`src/rtl/audio_bus_arbiter.sv`:
```
// audio_bus_arbiter: round-robin audio bus arbiter with device-ID authorization.
// Optional consecutive-reject lockout is enabled by defining AUDIO_ARB_LOCKOUT_EN.
module audio_bus_arbiter #(
    parameter int NUM_REQ      = 4,
    parameter int GRANT_CYCLES = 10,
    parameter int IDX_W        = 2
) (
    input  logic                 clk,
    input  logic                 rst_n,
    input  logic [NUM_REQ-1:0]   req,
    input  logic [8*NUM_REQ-1:0] dev_id,
    // per-channel early release; "release" itself is a reserved word
    input  logic [NUM_REQ-1:0]   early_release,
    output logic [NUM_REQ-1:0]   grant,
    output logic                 bus_grant,
    output logic                 bus_busy,
    output logic [7:0]           bus_key,
    output logic [IDX_W-1:0]     granted_idx,
    output logic [NUM_REQ-1:0]   reject,
    output logic [NUM_REQ-1:0]   locked
);

    typedef enum logic [1:0] {
        S_IDLE,
        S_CHECK,
        S_GRANT,
        S_GAP
    } state_t;

    state_t state;
    state_t state_nx;

    logic [IDX_W-1:0]   rr_ptr;
    logic [IDX_W-1:0]   pick_idx;
    logic [IDX_W-1:0]   scan_j;
    logic [IDX_W-1:0]   nxt_idx;
    logic               pick_vld;
    logic [NUM_REQ-1:0] eligible;
    logic [7:0]         id_q;
    logic [7:0]         key_q;
    logic [7:0]         lut_key;
    logic               lut_ok;
    logic [7:0]         timer;
    logic               req_sel;
    logic               rel_sel;
    logic               tenure_end;

    assign eligible   = req & ~locked;
    assign req_sel    = req[granted_idx];
    assign rel_sel    = early_release[granted_idx];
    assign tenure_end = rel_sel || (timer == 8'd1);
    assign nxt_idx    = (int'(granted_idx) == NUM_REQ - 1) ?
                        '0 : granted_idx + 1'b1;

    // Scan downward so the lowest offset from rr_ptr wins.
    always_comb begin
        pick_vld = 1'b0;
        pick_idx = '0;
        scan_j   = '0;
        for (int i = NUM_REQ - 1; i >= 0; i--) begin
            scan_j = IDX_W'((int'(rr_ptr) + i) % NUM_REQ);
            if (eligible[scan_j]) begin
                pick_vld = 1'b1;
                pick_idx = scan_j;
            end
        end
    end

    always_comb begin
        lut_ok  = 1'b1;
        lut_key = 8'h00;
        case (id_q)
            8'hA5:   lut_key = 8'h3C;
            8'h5A:   lut_key = 8'hC3;
            8'hFF:   lut_key = 8'h69;
            default: lut_ok  = 1'b0;
        endcase
    end

    always_ff @(posedge clk or negedge rst_n) begin
        if (!rst_n) begin
            state <= S_IDLE;
        end else begin
            state <= state_nx;
        end
    end

    always_comb begin
        state_nx = state;
        unique case (state)
            S_IDLE: begin
                if (pick_vld) state_nx = S_CHECK;
            end
            S_CHECK: begin
                state_nx = (req_sel && lut_ok) ? S_GRANT : S_IDLE;
            end
            S_GRANT: begin
                if (tenure_end) state_nx = S_GAP;
            end
            S_GAP: begin
                state_nx = S_IDLE;
            end
            default: state_nx = S_IDLE;
        endcase
    end

    always_ff @(posedge clk or negedge rst_n) begin
        if (!rst_n) begin
            rr_ptr      <= '0;
            granted_idx <= '0;
            id_q        <= '0;
            key_q       <= '0;
            timer       <= '0;
            reject      <= '0;
        end else begin
            reject <= '0;
            unique case (state)
                S_IDLE: begin
                    if (pick_vld) begin
                        granted_idx <= pick_idx;
                        id_q        <= dev_id[{pick_idx, 3'b000} +: 8];
                    end
                end
                S_CHECK: begin
                    if (req_sel) begin
                        if (lut_ok) begin
                            key_q <= lut_key;
                            timer <= 8'(GRANT_CYCLES);
                        end else begin
                            reject[granted_idx] <= 1'b1;
                            rr_ptr              <= nxt_idx;
                        end
                    end
                end
                S_GRANT: begin
                    if (tenure_end) begin
                        rr_ptr <= nxt_idx;
                    end else begin
                        timer <= timer - 8'd1;
                    end
                end
                default: ;
            endcase
        end
    end

    always_comb begin
        grant    = '0;
        bus_key  = 8'h00;
        bus_busy = 1'b0;
        unique case (state)
            S_CHECK: begin
                bus_busy = 1'b1;
            end
            S_GRANT: begin
                bus_busy           = 1'b1;
                grant[granted_idx] = 1'b1;
                bus_key            = key_q;
            end
            default: ;
        endcase
    end

    assign bus_grant = |grant;

`ifdef AUDIO_ARB_LOCKOUT_EN
    logic [1:0] rej_cnt [NUM_REQ];

    always_ff @(posedge clk or negedge rst_n) begin
        if (!rst_n) begin
            for (int i = 0; i < NUM_REQ; i++) begin
                rej_cnt[i] <= 2'd0;
            end
        end else if (state == S_CHECK && req_sel) begin
            if (lut_ok) begin
                rej_cnt[granted_idx] <= 2'd0;
            end else if (rej_cnt[granted_idx] != 2'd3) begin
                rej_cnt[granted_idx] <= rej_cnt[granted_idx] + 2'd1;
            end
        end
    end

    always_comb begin
        locked = '0;
        for (int i = 0; i < NUM_REQ; i++) begin
            locked[i] = (rej_cnt[i] == 2'd3);
        end
    end
`else
    assign locked = '0;
`endif

endmodule
```
`config.mk`:
```
export PLATFORM = sky130hd
export DESIGN_NAME = audio_bus_arbiter
export DESIGN_NICKNAME = d
export VERILOG_FILES = /design/src/rtl/audio_bus_arbiter.sv
export SDC_FILE = /design/constraint.sdc
export NUM_CORES = 1
export LEC_CHECK = 0
export ABC_CLOCK_PERIOD_IN_PS = 4900
export BUFFER_PORTS_ARGS = -buffer_cell sky130_fd_sc_hd__buf_2
export CORE_ASPECT_RATIO = 1.2
export CORE_MARGIN = 2
export CORE_UTILIZATION = 39
export CTS_BUF_LIST = sky130_fd_sc_hd__clkbuf_2
export DETAILED_ROUTE_END_ITERATION = 12
export PLACE_DENSITY = 0.74
export SYNTH_ARGS = -nofsm -noshare
export SYNTH_HDL_FRONTEND = slang
export SYNTH_SLANG_ARGS = --single-unit
```
`constraint.sdc`:
```
create_clock -name clk -period 4.9 [get_ports clk]
set_clock_uncertainty 0.05 [all_clocks]
set_input_delay 0.245 -clock clk [delete_from_list [all_inputs] [get_ports clk]]
set_output_delay 0.245 -clock clk [all_outputs]
set_load 0.02 [all_outputs]
```
==> impl_metrics.py, run 1 <==
metrics = {
    "critical_path": {
        "critical_path_required_ns": 4.61,
        "rr_worst_depth": 5,
        "worstPathMaxFanout": 18,
        "r2r_start": "granted_idx[0]",
        "endpoint": "bus_key[4]",
        "reg2reg_setup_slack_ns": 2.55,
        "cp-end-kind": "primary output",
        "path_class": "reg -> out",
        "arrival_ns": 2.11,
        "cp-startpoint": "state[0]",
        "start_kind": "flip-flop",
        "timing.rr.end": "timer[4]",
    },
    "global_route": {
        "gr-total-overflow": 0,
        "grt_pass1_wl_mm": 6.824,
        "grt_max_degree": 31,
        "grt_pass1_vias": 1617,
        "antenna_found_initial": 0,
        "track_usage_pct": 15.73,
    },
    "timing": {
        "maxSlewHeadroom_pct": 42.56,
        "fin_crit_ns": 2.406,
        "rsz0062_at_grt": "no",
        "setup_viol": 0,
        "hold_violations": 0,
        "post-route-period-util_pct": 49.11,
        "slew_violations": 0,
        "fin_setup_tns_ns": 0,
        "worst_pin_slew_ns": 0.8538,
        "max_freq_ghz": 0.4156,
    },
    "min_path": {
        "min_path_cells": 3,
        "min_path_type": "in -> reg",
    },
    "clocking": {
        "insertion_delay_ns": 0.36,
        "hold_buffers": 1,
        "clock_sinks": 30,
        "post_cts_buffers": 0,
        "numCtsBuffers": 5,
        "cts_tree": "yes",
        "htree_levels": 2,
        "cts_resized": 0,
        "cts_root_buffer": "clkbuf_2",
        "clk_path_buf_depth": 2,
        "clk_pin_slew_ns": 0.16,
    },
    "die": {
        "coreArea_um2": 4870,
        "die-area_um2": 5586,
        "rows": 28,
        "start_util_pct": 40.06,
        "die_w_um": 68.56,
        "die_h_um": 81.47,
        "design.portCount": 66,
    },
    "placed_design": {
        "portBuffers": 61,
        "dp_hpwl_mm": 3.155,
        "gp_congestion": 0.7786,
    },
    "status": {
        "status": "finished clean",
    },
    "routing": {
        "ant_nets": 0,
        "wl_per_cell_um": 12.30,
        "drc_errors": 0,
        "dr.pass1.iters": 4,
        "wl_mm": 3.972,
        "drt-initial-drc-count": 30,
        "via_per_inst": 5.245,
        "vias": 1694,
    },
    "synth": {
        "synth_edf_count": 0,
        "ys_seq_area_share_pct": 38.49,
        "syn-instance-count": 203,
        "synth-seq-cells": 30,
        "synth-main-ff-cell": "dfrtp_1",
        "async_flop_share_pct": 100.0,
        "yosys_warnings": 0,
        "synth_area_um2": 1951,
        "syn_avg_cell_area_um2": 9.609,
        "yosysUniqueCellTypes": 45,
    },
    "layout": {
        "num-nets-final": 314,
        "fin_util_pct": 47.64,
        "diodes": 0,
        "syn2layout_area_growth_pct": 18.92,
        "drive_above_1_share_pct": 29.66,
    },
    "power": {
        "ir_drop_v": 0.0002735,
        "powerDensity_nw_per_um2": 446.6,
        "p_leak_uw": 0.001199,
    },
    "flow_run": {
        "cap_violations": 0,
    },
}
## sequential cells by signal (all words and copies together) (netlist names), named ones only
register,count
rr_ptr,2
id_q,8
timer,8
state,1
key_q,4
reject,4
granted_idx,2
## kinds of logic after synthesis
kind of cell | count (synthesis) | synth area share [%]
and+or+nand+nor | 70 | 18.47
buffers and inverters | 24 | 6.286
other | 1 | 0.1922
AOI/OAI and AO/OA | 45 | 16.61
DFF | 30 | 38.49
adders and majority gates | 10 | 6.414
muxes | 23 | 13.53
## worst min path at each step
stage                    start                         end  slack [ns]
floorplan                rst_n  asynchronous set/reset pin       -0.10
global placement         rst_n              granted_idx[0]        0.26
detailed placement       rst_n              granted_idx[0]        0.27
CTS                 dev_id[28]                     id_q[4]        0.12
global route        dev_id[28]                     id_q[4]        0.12
finish              dev_id[28]                     id_q[4]        0.12
## area by class of cell
cell class / count / area [um2]
repair buffers: 63 / 322.8
clock inverters: 2 / 8.758
flip-flops and latches: 30 / 750.7
clock buffers: 6 / 30.03
well taps: 60 / 75.07
multi-input cells: 152 / 1095
inverters: 10 / 37.54
fillers: 433 / 2550
## power by group
| part | switching [uW] | leakage, uW | internal [uW] |
|---|---|---|---|
| clock | 83.8 | 0.0000304 | 35.1 |
| sequential | 83.9 | 0.000382 | 337 |
| combinational | 272 | 0.000786 | 224 |
| total | 439 | 0.00120 | 597 |
## cell usage after synthesis (3+ instances only)
master / n / area, um2
a21oi_1: 6 / 30.03
and2_1: 12 / 75.07
buf_4: 8 / 60.06
clkbuf_1: 4 / 15.01
dfrtp_1: 30 / 750.7
ha_1: 10 / 125.1
inv_1: 10 / 37.54
mux2_2: 4 / 45.04
mux2i_1: 17 / 170.2
nand2_1: 18 / 67.56
nand3_1: 3 / 15.01
nor2_1: 15 / 56.30
nor4_1: 5 / 31.28
o21ai_0: 10 / 50.05
o221ai_1: 8 / 70.07
o31ai_1: 3 / 22.52
## cell usage in the layout, fill, tap and decap left out, drive strengths merged, types with 2 or more instances in the layout
| cell | count |
|---|---|
| mux4 | 2 |
| nand4 | 2 |
| nand2 | 19 |
| or3 | 2 |
| a2bb2oi | 2 |
| inv | 10 |
| a211oi | 2 |
| nand3 | 3 |
| mux2i | 17 |
| a22o | 2 |
| a21oi | 6 |
| o21ai | 10 |
| clkbuf | 6 |
| and2 | 12 |
| o32a | 2 |
| buf | 62 |
| dfrtp | 30 |
| o21bai | 2 |
| conb | 4 |
| ha | 10 |
| o31ai | 3 |
| o221ai | 8 |
| nand2b | 2 |
| mux2 | 4 |
| a21o | 3 |
| nor2 | 15 |
| nor3b | 2 |
| clkinv | 2 |
| nor4 | 5 |
## stage by stage
| step | power, uW | hold WS, ns | worst slack (ns) | area (um2) | cells |
|---|---|---|---|---|---|
| 4_1_cts | 1045 | 0.1175 | 2.440 | 2320 | 323 |
| 3_3_place_gp | 912.8 | 0.2644 | 2.635 | 2271 | 314 |
| 6_report | 1036 | 0.1172 | 2.494 | 2320 | 323 |
| 2_1_floorplan | 797.9 | -0.1006 | 2.605 | 1962 | 206 |
| 3_5_place_dp | 926.7 | 0.2657 | 2.569 | 2271 | 314 |
| 5_1_grt | 1126 | 0.1218 | 2.261 | 2320 | 323 |
## worst max-delay path: stages, from the launching register on
cell	delay (ns)
dfrtp_1	0.44
inv_1	0.12
ha_1	0.52
inv_1	0.26
nor2_1	0.22
buf_2	0.19
## per-layer routing
metal	global-route usage [%]	up-vias	wire, um
met5	0	-	0
met4	5.400	0	46
met3	3.014	6	221
met2	28.94	58	2107
met1	17.67	783	1596
li1	-	847	-
(Power assumes the default switching activity.)
==> run 2: changes to the inputs <==
Settings changed: ABC_AREA set to 1, ABC_CLOCK_PERIOD_IN_PS 4900 to 2200, PLACE_DENSITY 0.74 to 0.75.
Clock period 4.9 ns to 2.2 ns, I/O delays scaled along.
==> run 2 against run 1 <==
Combinational power grew to 3.7 times the previous value. Die area grew 14%. First-iteration DRC count grew to 3.0 times the previous value. Global-route usage grew 0.98 points. Cell count grew 42%. Routed wire length grew 27%. Flip-flop and latch count is the same. Power grew to 3.0 times the previous value. Setup slack lost 2.3 ns. Synthesized cell count grew 60%. Clock power grew 120%. Critical endpoint is now bus_key[5].
==> impl_metrics.py, run 2 <==
metrics = {
    "status": {
        "status": "finished clean",
    },
    "timing": {
        "slew_violations": 0,
        "fin_crit_ns": 1.999,
        "hold_violations": 0,
        "maxSlewHeadroom_pct": 55.11,
        "post-route-period-util_pct": 90.87,
        "setup_viol": 0,
        "worst_slack_ns": 0.2009,
        "fin_setup_tns_ns": 0,
        "max_freq_ghz": 0.5002,
        "worst_pin_slew_ns": 0.6734,
        "rsz0062_at_grt": "no",
    },
    "synth": {
        "yosys-top-cells-count": "103 x nand2_1, 52 x inv_1, 31 x nand3_1",
        "yosysUniqueCellTypes": 29,
        "yosys-top-cells-area": "dfrtp_1 34%, nand2_1 17%, inv_1 8.7%",
        "async_flop_share_pct": 100.0,
        "ys_seq_area_share_pct": 33.59,
        "syn-instance-count": 325,
        "synth-seq-cells": 30,
        "yosys_warnings": 0,
        "synth_edf_count": 0,
        "yosysMostFrequentCell": "nand2_1",
        "syn_avg_cell_area_um2": 6.876,
        "synth_area_um2": 2235,
        "synth_largest_area_cell": "dfrtp_1",
        "netlist.area_leader.share_pct": 33.59,
        "synth-main-ff-cell": "dfrtp_1",
    },
    "layout": {
        "multi_input_area_um2": 1172,
        "reg_top3": "id_q x8, timer x8",
        "num-nets-final": 447,
        "nFillCells": 554,
        "syn2layout_area_growth_pct": 20.27,
        "layout_common_cells": "103 x nand2_1, 61 x buf_2, 52 x inv_1",
        "drive_above_1_share_pct": 21.46,
        "diodes": 0,
        "mostFrequentLayoutCell": "nand2_1",
        "fin_util_pct": 48.05,
        "regArea_um2": 752.0,
    },
    "routing": {
        "vias": 2152,
        "wl_per_cell_um": 10.96,
        "wl_mm": 5.041,
        "via_per_inst": 4.678,
        "dr.pass1.iters": 4,
        "drc_errors": 0,
        "drt-initial-drc-count": 91,
        "ant_nets": 0,
    },
    "global_route": {
        "antenna_found_initial": 0,
        "grt_pass1_wl_mm": 8.514,
        "grt_pass1_vias": 2061,
        "gr-total-overflow": 0,
        "grt_max_degree": 31,
        "track_usage_pct": 16.71,
    },
    "power": {
        "power.total_uw": 3111,
        "p_leak_uw": 0.001572,
        "p_int_uw": 1511,
        "p_switching_uw": 1600,
        "powerDensity_nw_per_um2": 1158,
        "p_clk_share_pct": 8.4,
        "ir_drop_v": 0.0009617,
        "swShare_pct": 51.43,
        "p_comb_share_pct": 59.3,
        "power_frac_seq_pct": 32.2,
    },
    "critical_path": {
        "rr_worst_depth": 11,
        "cp-startpoint": "state[0]",
        "timing.rr.end": "id_q[7]",
        "endpoint": "bus_key[5]",
        "start_kind": "flip-flop",
        "path_class": "reg -> out",
        "critical_path_required_ns": 2.04,
        "worstPathMaxFanout": 10,
        "cp-end-kind": "primary output",
        "arrival_ns": 1.84,
        "r2r_start": "rr_ptr[0]",
        "reg2reg_setup_slack_ns": 0.26,
    },
    "placed_design": {
        "place_ws_ns": 0.06801,
        "dp_hpwl_mm": 3.796,
        "gp_congestion": 0.8427,
        "portBuffers": 61,
    },
    "clocking": {
        "clk_pin_slew_ns": 0.16,
        "insertion_delay_ns": 0.36,
        "htree_levels": 2,
        "clock_sinks": 30,
        "clk_path_buf_depth": 2,
        "numCtsBuffers": 5,
        "cts_root_buffer": "clkbuf_2",
        "cts_tree": "yes",
    },
    "flow_run": {
        "cap_violations": 0,
    },
    "min_path": {
        "min_path_type": "in -> reg",
    },
    "die": {
        "design.portCount": 66,
        "die_w_um": 73.10,
        "die_h_um": 86.92,
        "die-area_um2": 6354,
        "coreArea_um2": 5593,
        "start_util_pct": 39.96,
        "rows": 30,
    },
}
run 2: critical path, stage by stage, from the launching register on:
cell and delay, ns:
dfrtp_1 0.44, inv_1 0.15, ha_1 0.38, buf_4 0.23, nand2_1 0.06, inv_1 0.06
buf_2 0.15
run 2: timing repair:
item                       CTS  global route
hold buffers                12             0
setup buffers                0             0
hold endpoints to repair    36             0
setup endpoints to repair    0             9
resized for setup            0             3
run 2: power by group through the flow:
stage               clock network, uW  logic [uW]  registers [uW]
finish                            262        1850            1000
global route                      298        2130            1040
CTS                               270        1830            1000
detailed placement                  0        1810            1010
global placement                    0        1750            1000
floorplan                           0        1550             985
run 2: layout make-up:
class | count | share of cell area (%)
clock buffer | 5 | 0.9311
sequential | 30 | 27.98
tap | 64 | 2.980
clock inverter | 3 | 0.4190
timing repair buffer | 75 | 16.39
inverter | 55 | 7.682
multi-input combinational | 228 | 43.62
run 2: per-layer routing:
layer	part of all wire [%]	GRT usage, %	up-vias	routed length (um)
li1	-	-	1140	-
met1	44	19.62	951	2197
met2	50	30.14	53	2542
met3	4.4	3.125	8	223
met4	1.5	5.387	0	77
met5	0	0	-	0
run 2: cell families after synthesis:
kind of cell / share of synthesized area [%]
xor gates and xnor gates: 1.960
adders and majority gates: 5.599
AOI/OAI and AO/OA: 10.13
buffers and inverters: 14.78
other: 0.1678
and+or+nand+nor: 33.76
DFF: 33.59
run 2: worst min path at each step:
stage               start                         end  cells past startpoint  slack [ns]
2_1_floorplan       rst_n  asynchronous set/reset pin                      0       -0.24
3_3_place_gp        rst_n                    timer[5]                      1        0.13
3_5_place_dp        rst_n                    timer[5]                      1        0.13
4_1_cts        dev_id[26]                     id_q[2]                      5       0.001
5_1_grt        dev_id[14]                     id_q[6]                      5        0.03
6_report        dev_id[5]                     id_q[5]                      4        0.02
run 2: through the flow:
stage / instance area [um2] / hold WS (ns) / instances
after floorplan: 2246 / -0.2356 / 328
after global placement: 2522 / 0.1254 / 440
after detailed placement: 2522 / 0.1316 / 440
after CTS: 2679 / 0.001372 / 460
after global routing: 2688 / 0.02741 / 460
final: 2688 / 0.01870 / 460
